File: config.mk
export PLATFORM = sky130hd
export DESIGN_NAME = mem_stage_lsu
export DESIGN_NICKNAME = d
export VERILOG_FILES = /design/src/rtl/mem_stage_lsu_pkg.sv /design/src/rtl/mem_stage_lsu_load_align.sv /design/src/rtl/mem_stage_lsu.sv
export SDC_FILE = /design/constraint.sdc
export NUM_CORES = 1
export LEC_CHECK = 0
export CAP_MARGIN = 0
export CORE_MARGIN = 5
export CORE_UTILIZATION = 30
export CTS_BUF_LIST = sky130_fd_sc_hd__clkbuf_2 sky130_fd_sc_hd__clkbuf_4 sky130_fd_sc_hd__clkbuf_8
export CTS_CLUSTER_SIZE = 20
export DETAILED_ROUTE_END_ITERATION = 12
export PLACE_DENSITY = 0.65
export SYNTH_ARGS = -nofsm -noshare
export SYNTH_HDL_FRONTEND = slang
export SYNTH_HIERARCHICAL = 1
export SYNTH_SLANG_ARGS = --single-unit
export TNS_END_PERCENT = 10
File: constraint.sdc
create_clock -name clk -period 3.34 [get_ports clk]
set_input_delay 0.668 -clock clk [delete_from_list [all_inputs] [get_ports clk]]
set_output_delay 0.668 -clock clk [all_outputs]
set_load 0.005 [all_outputs]
File: src/rtl/mem_stage_lsu_pkg.sv
// Shared RV32I memory-stage types and helpers.
// Decode (RVFI rmask/wmask) and the LSU both use these helpers, so their
// view of lane masks and alignment cannot drift apart.
package mem_stage_lsu_pkg;

    typedef enum logic {
        LSU_IDLE = 1'b0,
        LSU_BUSY = 1'b1
    } lsu_state_t;

    // Only the fields the memory stage consumes.
    typedef struct packed {
        logic       mem_read;
        logic       mem_write;
        logic [4:0] dest;
    } rv32i_control_word;

    // funct3 encodings used by the load aligner (loads: bit 2 = unsigned).
    localparam logic [2:0] F3_LB  = 3'b000;
    localparam logic [2:0] F3_LH  = 3'b001;
    localparam logic [2:0] F3_LBU = 3'b100;
    localparam logic [2:0] F3_LHU = 3'b101;

    // Access size lives in funct3[1:0]; 2'b10 and the unused 2'b11 are words.
    localparam logic [1:0] SZ_BYTE = 2'b00;
    localparam logic [1:0] SZ_HALF = 2'b01;

    function automatic logic [3:0] mem_byte_en(input logic [1:0] size, input logic [1:0] off);
        case (size)
            SZ_BYTE: mem_byte_en = 4'b0001 << off;
            SZ_HALF: mem_byte_en = 4'b0011 << off;
            default: mem_byte_en = 4'b1111;
        endcase
    endfunction

    function automatic logic misaligned(input logic [1:0] size, input logic [1:0] off);
        case (size)
            SZ_BYTE: misaligned = 1'b0;
            SZ_HALF: misaligned = off[0];
            default: misaligned = |off;
        endcase
    endfunction

    // Replicate store data so the cache can take any lane without a shifter.
    function automatic logic [31:0] store_data(input logic [1:0] size, input logic [31:0] wdata);
        case (size)
            SZ_BYTE: store_data = {4{wdata[7:0]}};
            SZ_HALF: store_data = {2{wdata[15:0]}};
            default: store_data = wdata;
        endcase
    endfunction

endpackage

File: src/rtl/mem_stage_lsu_load_align.sv
// Load aligner: shifts the addressed lanes down and sign/zero-extends.
module lsu_load_align
    import mem_stage_lsu_pkg::*;
(
    input  logic [31:0] i_rdata,
    input  logic [1:0]  i_offset,
    input  logic [2:0]  i_funct3,
    output logic [31:0] o_data
);

    logic [31:0] w_shifted;

    // Pick the addressed byte/half and extend it according to funct3.
    always_comb begin
        w_shifted = i_rdata >> {i_offset, 3'b000};
        o_data    = w_shifted;
        case (i_funct3)
            F3_LB:   o_data = {{24{w_shifted[7]}}, w_shifted[7:0]};
            F3_LH:   o_data = {{16{w_shifted[15]}}, w_shifted[15:0]};
            F3_LBU:  o_data = {24'd0, w_shifted[7:0]};
            F3_LHU:  o_data = {16'd0, w_shifted[15:0]};
            default: o_data = w_shifted;
        endcase
    end

endmodule

File: src/rtl/mem_stage_lsu.sv
// MEM-stage load/store unit: issues one data-memory request per memory
// instruction, stalls the pipeline until the cache answers, and hands the
// aligned load result to writeback.
//
// Data-memory handshake: dmem_read/dmem_write act as "valid" and stay high,
// with address/byte_en/wdata held constant, until the cache returns a
// single-cycle dmem_resp (the "ready"); the request drops on the following
// cycle. A dmem_resp while no request is outstanding is ignored.
module mem_stage_lsu
    import mem_stage_lsu_pkg::*;
#(
    parameter int unsigned TIMEOUT_CYCLES = 0
) (
    input  logic              clk,
    input  logic              rst,
    input  logic              in_valid,
    input  rv32i_control_word in_ctrl,
    input  logic [2:0]        in_funct3,
    input  logic [31:0]       in_addr,
    input  logic [31:0]       in_wdata,
    output logic              stall,
    output logic              dmem_read,
    output logic              dmem_write,
    output logic [31:0]       dmem_address,
    output logic [3:0]        dmem_byte_en,
    output logic [31:0]       dmem_wdata,
    input  logic              dmem_resp,
    input  logic [31:0]       dmem_rdata,
    output logic              wb_valid,
    output logic [31:0]       wb_data,
    output logic [4:0]        wb_dest,
    output logic              trap,
    output lsu_state_t        dbg_state
);

    // Last counter value before abort; unused when the timeout is disabled.
    localparam logic [31:0] TO_LAST = (TIMEOUT_CYCLES == 0) ? 32'd0 : 32'(TIMEOUT_CYCLES - 1);

    lsu_state_t  r_state;
    lsu_state_t  w_next;
    logic [2:0]  r_funct3;
    logic [1:0]  r_offset;
    logic [4:0]  r_dest;
    logic [31:0] r_tcnt;

    logic        w_mem_op;
    logic        w_misal;
    logic        w_idle;
    logic        w_busy;
    logic        w_accept;
    logic        w_mis_trap;
    logic        w_timeout;
    logic [31:0] w_load_val;

    assign w_mem_op   = in_ctrl.mem_read | in_ctrl.mem_write;
    assign w_misal    = misaligned(in_funct3[1:0], in_addr[1:0]);
    assign w_idle     = (r_state == LSU_IDLE);
    assign w_busy     = (r_state == LSU_BUSY);
    assign w_accept   = w_idle & in_valid & w_mem_op & ~w_misal;
    assign w_mis_trap = w_idle & in_valid & w_mem_op & w_misal;
    // A response in the same cycle as the last allowed one wins over abort.
    assign w_timeout  = (TIMEOUT_CYCLES != 0) & w_busy & ~dmem_resp & (r_tcnt == TO_LAST);

    // Released on the response cycle so the pipeline advances on that edge.
    assign stall      = w_accept | (w_busy & ~dmem_resp & ~w_timeout);
    assign dbg_state  = r_state;

    lsu_load_align u_align (
        .i_rdata  (dmem_rdata),
        .i_offset (r_offset),
        .i_funct3 (r_funct3),
        .o_data   (w_load_val)
    );

    // State register.
    always_ff @(posedge clk or negedge rst) begin
        if (!rst) r_state <= LSU_IDLE;
        else      r_state <= w_next;
    end

    // Next-state: one outstanding request, closed by response or timeout.
    always_comb begin
        w_next = r_state;
        case (r_state)
            LSU_IDLE: if (w_accept) w_next = LSU_BUSY;
            LSU_BUSY: if (dmem_resp || w_timeout) w_next = LSU_IDLE;
            default:  w_next = LSU_IDLE;
        endcase
    end

    // Request, writeback, trap and timeout registers.
    always_ff @(posedge clk or negedge rst) begin
        if (!rst) begin
            dmem_read    <= 1'b0;
            dmem_write   <= 1'b0;
            dmem_address <= 32'd0;
            dmem_byte_en <= 4'd0;
            dmem_wdata   <= 32'd0;
            wb_valid     <= 1'b0;
            wb_data      <= 32'd0;
            wb_dest      <= 5'd0;
            trap         <= 1'b0;
            r_funct3     <= 3'd0;
            r_offset     <= 2'd0;
            r_dest       <= 5'd0;
            r_tcnt       <= 32'd0;
        end else begin
            wb_valid <= 1'b0;
            trap     <= w_mis_trap | w_timeout;
            if (w_accept) begin
                dmem_read    <= in_ctrl.mem_read;
                dmem_write   <= in_ctrl.mem_write;
                dmem_address <= {in_addr[31:2], 2'b00};
                dmem_byte_en <= mem_byte_en(in_funct3[1:0], in_addr[1:0]);
                dmem_wdata   <= store_data(in_funct3[1:0], in_wdata);
                r_funct3     <= in_funct3;
                r_offset     <= in_addr[1:0];
                r_dest       <= in_ctrl.dest;
                r_tcnt       <= 32'd0;
            end else if (w_busy) begin
                if (dmem_resp) begin
                    dmem_read  <= 1'b0;
                    dmem_write <= 1'b0;
                    if (dmem_read) begin
                        wb_valid <= 1'b1;
                        wb_data  <= w_load_val;
                        wb_dest  <= r_dest;
                    end
                end else if (w_timeout) begin
                    dmem_read  <= 1'b0;
                    dmem_write <= 1'b0;
                end else begin
                    r_tcnt <= r_tcnt + 32'd1;
                end
            end
        end
    end

endmodule

### Word level (Yosys, flattened, before mapping)

Cells that the tools add are included.

* bitwise logic cells: 11
* multiplexer cells: 15
* equality and inequality tests: 4
* shifts and indexed selects: 3
* reduce and logical (&&, ||, !) cells: 7

Operators with widths (number)
* case mux 32 bit (4 select lines): 1
* case mux 32 bit (2 select lines): 1
* right shift 32 x 5 -> 32 bit: 1
* 2-to-1 mux 1 bit: 10
* case mux 4 bit (2 select lines): 1
* equality test 3 bit (second input constant): 2
* bitwise AND 1 bit: 5
* inverter 1 bit: 4
* case mux 1 bit (2 select lines): 2
* AND reduction 4 bit: 1
* nonzero test 2 bit: 2
* left shift 1 x 2 -> 4 bit (first input constant): 1
* left shift 2 x 2 -> 4 bit (first input constant): 1
* equality test 3 x 1 -> 1 bit (second input constant): 1
* logical NOT 3 bit: 1
* equality test 2 x 1 -> 1 bit (second input constant): 1
* logical NOT 2 bit: 1
* bitwise OR 1 bit: 2
* AND reduction 2 bit: 1
* OR reduction 2 bit: 1

* input port bits: 110
* output and inout bits: 111
* word-level logic and storage cells: 53
* register bits: 118

### Logic depth before layout (Yosys ltp)

* word-level depth: 6
* mapped depth: 7
* mapped depth without buffers: 5

### Hierarchy

The synthesis kept the hierarchy.

By module, submodules not included
* mem_stage_lsu: cells each 351, area an instance 4848.4 sq um, times used 1, sequential area each 2952.8 sq um
* lsu_load_align: cells each 107, area an instance 694.4 sq um, times used 1, sequential area each 0.0 sq um

### Worst setup path before layout

No wires, ideal clock.

* kind: in2reg
* start point: input in_addr[0]
* end point: register dmem_address[2]
* data required time: 3.215 ns
* path slack: 0.944 ns
* path buffers: 2
* setup time: 0.125 ns
* arrival: 2.271 ns
* stages on the path: 5
* cells stage by stage: buf_2 or2_4 a2111oi_4 buf_6 mux2_2

* longest elaborated chain between the ends: 4

RTL lines
* start: declaration: line mem_stage_lsu.sv:19 `input logic [31:0] in_addr,`
* OR reduction 2 bit: line mem_stage_lsu_pkg.sv:40 `default: misaligned = |off;`
* case mux 1 bit (2 select lines) *: line mem_stage_lsu_pkg.sv:37 `case (size)`
* inverter 1 bit *: line mem_stage_lsu.sv:59 `assign w_accept = w_idle & in_valid & w_mem_op & ~w_misal;`
* bitwise AND 1 bit *: line mem_stage_lsu.sv:59
* end signal: assignment: line mem_stage_lsu.sv:113 `dmem_address <= {in_addr[31:2], 2'b00};`
* end: declaration: line mem_stage_lsu.sv:24 `output logic [31:0] dmem_address,`

Mark *: on every way between the ends. The rest lies on a longest branch, timed or not.
A chain may end at the register's enable or synchronous reset.

### Final worst setup path

* start point: input in_addr[1]
* end point: output stall

* longest elaborated chain between the ends: 5

RTL lines
* OR reduction 2 bit: line mem_stage_lsu_pkg.sv:40
* case mux 1 bit (2 select lines): line mem_stage_lsu_pkg.sv:37
* inverter 1 bit: line mem_stage_lsu.sv:59
* bitwise AND 1 bit: line mem_stage_lsu.sv:59
* bitwise OR 1 bit: line mem_stage_lsu.sv:65 `assign stall = w_accept | (w_busy & ~dmem_resp & ~w_timeout);`
* end: declaration: line mem_stage_lsu.sv:21 `output logic stall,`

No other way between the ends.

==> results.cfg <==
[logic_synthesis]
yosys_warnings = 6
netlist_instances = 458
synth_top_family_by_area = multiplexers
synthSimpleGateAreaFrac_pct = 7.83
synth_seq_area_share_pct = 53.3
ys_seq_elements = 118
avgSynthCellArea_um2 = 12.1
synth_edf_count = 0
synth_compound_area_share_pct = 8.44
synth-main-ff-cell = dfrtp_1
synth_xor_area_share_pct = 0
yosys.cell_types.count = 37
ys_top_cells_by_area = dfrtp_1, mux2_2, mux2i_1, nor2_1, a21oi_1
yosys.area.top_type = dfrtp_1
muxShareOfSynthArea_pct = 26.4
synth_top_area_share_pct = 53.3
synthArstFlopShare_pct = 100
synthesis.area_um2 = 5540
synth_fa_ha_area_share_pct = 0

[placed_design]
portBuffers = 218
place_congestion = 0.873
hpwl_mm = 12.2

[critical_path]
critPathKind = primary input to output pin
r2r_setup_slack_ns = 1.25
worstSetupStartpointType = primary input
cp.arrival_ns = 2.46
cp-end-kind = output pin
critical_path.max_fanout = 6
worstPathRequired_ns = 2.67

[routing]
drt_wl_total_mm = 16.5
drtIter0Drc = 188
num_vias = 4417
avgRoutedWirePerCell_um = 18.0
drtAntennaViolNets = 0
drc = 0
first_pass_iters = 4
viasPerCell = 4.82

[sta]
fin_crit_sh_pct = 93.7
hold_ws_ns = 0.249
fin_skew_ns = 0.00955
max_freq_mhz = 320
grt_setup_unrepaired = false
tns_ns = 0
slew_headroom_pct = 22.3
finalSetupViolCount = 0
final_hold_viol_count = 0
post-route-min-period_ns = 3.13
finalMaxSlewViolations = 0
worst-slew-pin-transition_ns = 1.16

[status]
outcome = complete, no violations

[floorplanning]
die_h_um = 146
ios = 221
core_um2 = 18100
initial_core_util_pct = 30.6
dieArea_um2 = 21300
die_w_um = 146
rows = 49

[cts]
clk_pin_slew_ns = 0.06
cts_buffer_depth = 2
worstSkewPairLatency_ns = 0.43
cts_buffers = 17
cts.sinks = 118
cts_tree = built
htreeDepth = 4
cts_setup_buffers = 0
cts_resized = 0
holdBufCountCts = 0
cts_root_buf = clkbuf_8

[final_layout]
drive_gt1_share_pct = 20.5
num_antenna_cells = 0
area_growth_syn_to_layout_pct = 50.8
nNetsFinal = 786
nFillCells = 1626

[pwr]
power_leakage_uw = 0.00350
max-vdd-ir-drop_mv = 0.268
power.density_nw_per_um2 = 670

[global_routing]
grt_pass1_vias = 4831
grt_pass1_wl_mm = 26.3
grtUsageTotal_pct = 15.4
grt_overflow_total = 0
antenna_found_initial = 0
grt_max_degree = 84

[flow_run]
max-cap-violations = 0

[worst_hold_path]
hp-class = primary input to async pin
## layout make-up
type	instances	area [um^2]	area share (%)
Clock buffer	21	283	3.38
Clock inverter	9	150	1.80
Sequential cell	118	2950	35.3
Multi-Input combinational cell	306	2380	28.5
Timing Repair Buffer	230	2290	27.5
Tap cell	229	287	3.43
Inverter	3	11.3	0.135
## Yosys cell counts (all sizes together) (2+ instances only)
master / instances
nor2b: 8
and2: 2
mux2i: 44
nor2: 38
mux2: 91
or2: 2
a211oi: 14
clkbuf: 12
nand2: 34
dfrtp: 118
o21ai: 23
a21oi: 28
buf: 20
nand2b: 4
inv: 3
nand4: 3
## power breakdown
part / internal, uW / total, uW / switching [uW]
Sequential: 1880 / 2140 / 263
Clock: 869 / 1450 / 582
Combinational: 1280 / 2010 / 736
Total: 4020 / 5600 / 1580
## metal layers
metal  GRT usage, %  up-vias  part of all wire [%]
met5              0        -                     0
met4           5.37        0                   1.9
met3           7.91       22                    12
met2           24.6      208                    46
met1           17.8     2135                    40
li1               -     2052                     -
## placed cells by master (no fill, tap or decap), drive strengths merged, types with 3 or more instances in the layout
master         netlist  layout
a211oi              14      14
nor2                38      38
clkbuf              12      21
o21ai               23      23
bufinv               0       4
nor2b                8       8
nand2b               4       4
inv                  3       3
clkinv               0       3
clkdlybuf4s50        0     217
mux2                91      91
nand2               34      34
buf                 20      13
mux2i               44      44
nand4                3       3
a21oi               28      28
dfrtp              118     118
## through the flow
step | cell area (um^2) | setup WS [ns] | utilization [%] | cells | power, uW
floorplan | 5550 | 0.944 | - | 459 | 2930
global placement | 7930 | 0.241 | 43.8 | 886 | 4150
detailed placement | 7930 | 0.213 | 43.8 | 886 | 4200
CTS | 8360 | 0.213 | 46.2 | 916 | 5680
global route | 8360 | 0.0564 | 46.2 | 916 | 5930
finish | 8360 | 0.210 | 46.2 | 916 | 5600
## state kept, by name, indices dropped and copies added, names as in the netlist
name,cells
dmem_wdata,32
dmem_write,1
r_dest,5
dbg_state,1
r_funct3,3
wb_data,32
trap,1
dmem_byte_en,4
wb_dest,5
wb_valid,1
r_offset,2
dmem_read,1
dmem_address,30
## logic make-up (layout without fill, tap and decap cells)
logic type | after synthesis | count (layout)
and+or+nand+nor | 96 | 96
DFF | 118 | 118
buffers and inverters | 35 | 263
AOI/OAI and AO/OA | 73 | 73
other | 1 | 2
muxes | 135 | 135
## critical path, stage by stage
cell,delay [ns]
clkdlybuf4s50_1,0.51
or2_4,0.30
a21oi_1,0.19
nand2_1,0.15
o21ai_0,0.12
clkdlybuf4s50_1,0.53
## final timing paths
check,from,to,cells after the start
hold / removal,rst,wb_data[2]$_DFFE_PN0P_,1
max in group asynchronous,rst,dmem_address[2]$_DFFE_PN0P_,2
min in group clk,dmem_wdata[0]$_DFFE_PN0P_,dmem_wdata[0]$_DFFE_PN0P_,1
hold reg to reg,dmem_wdata[0]$_DFFE_PN0P_,dmem_wdata[0]$_DFFE_PN0P_,1
setup reg to reg,dbg_state$_DFF_PN0_,dmem_address[23]$_DFFE_PN0P_,4
setup / recovery,in_addr[1],stall,6
(Power assumes the default switching activity.)
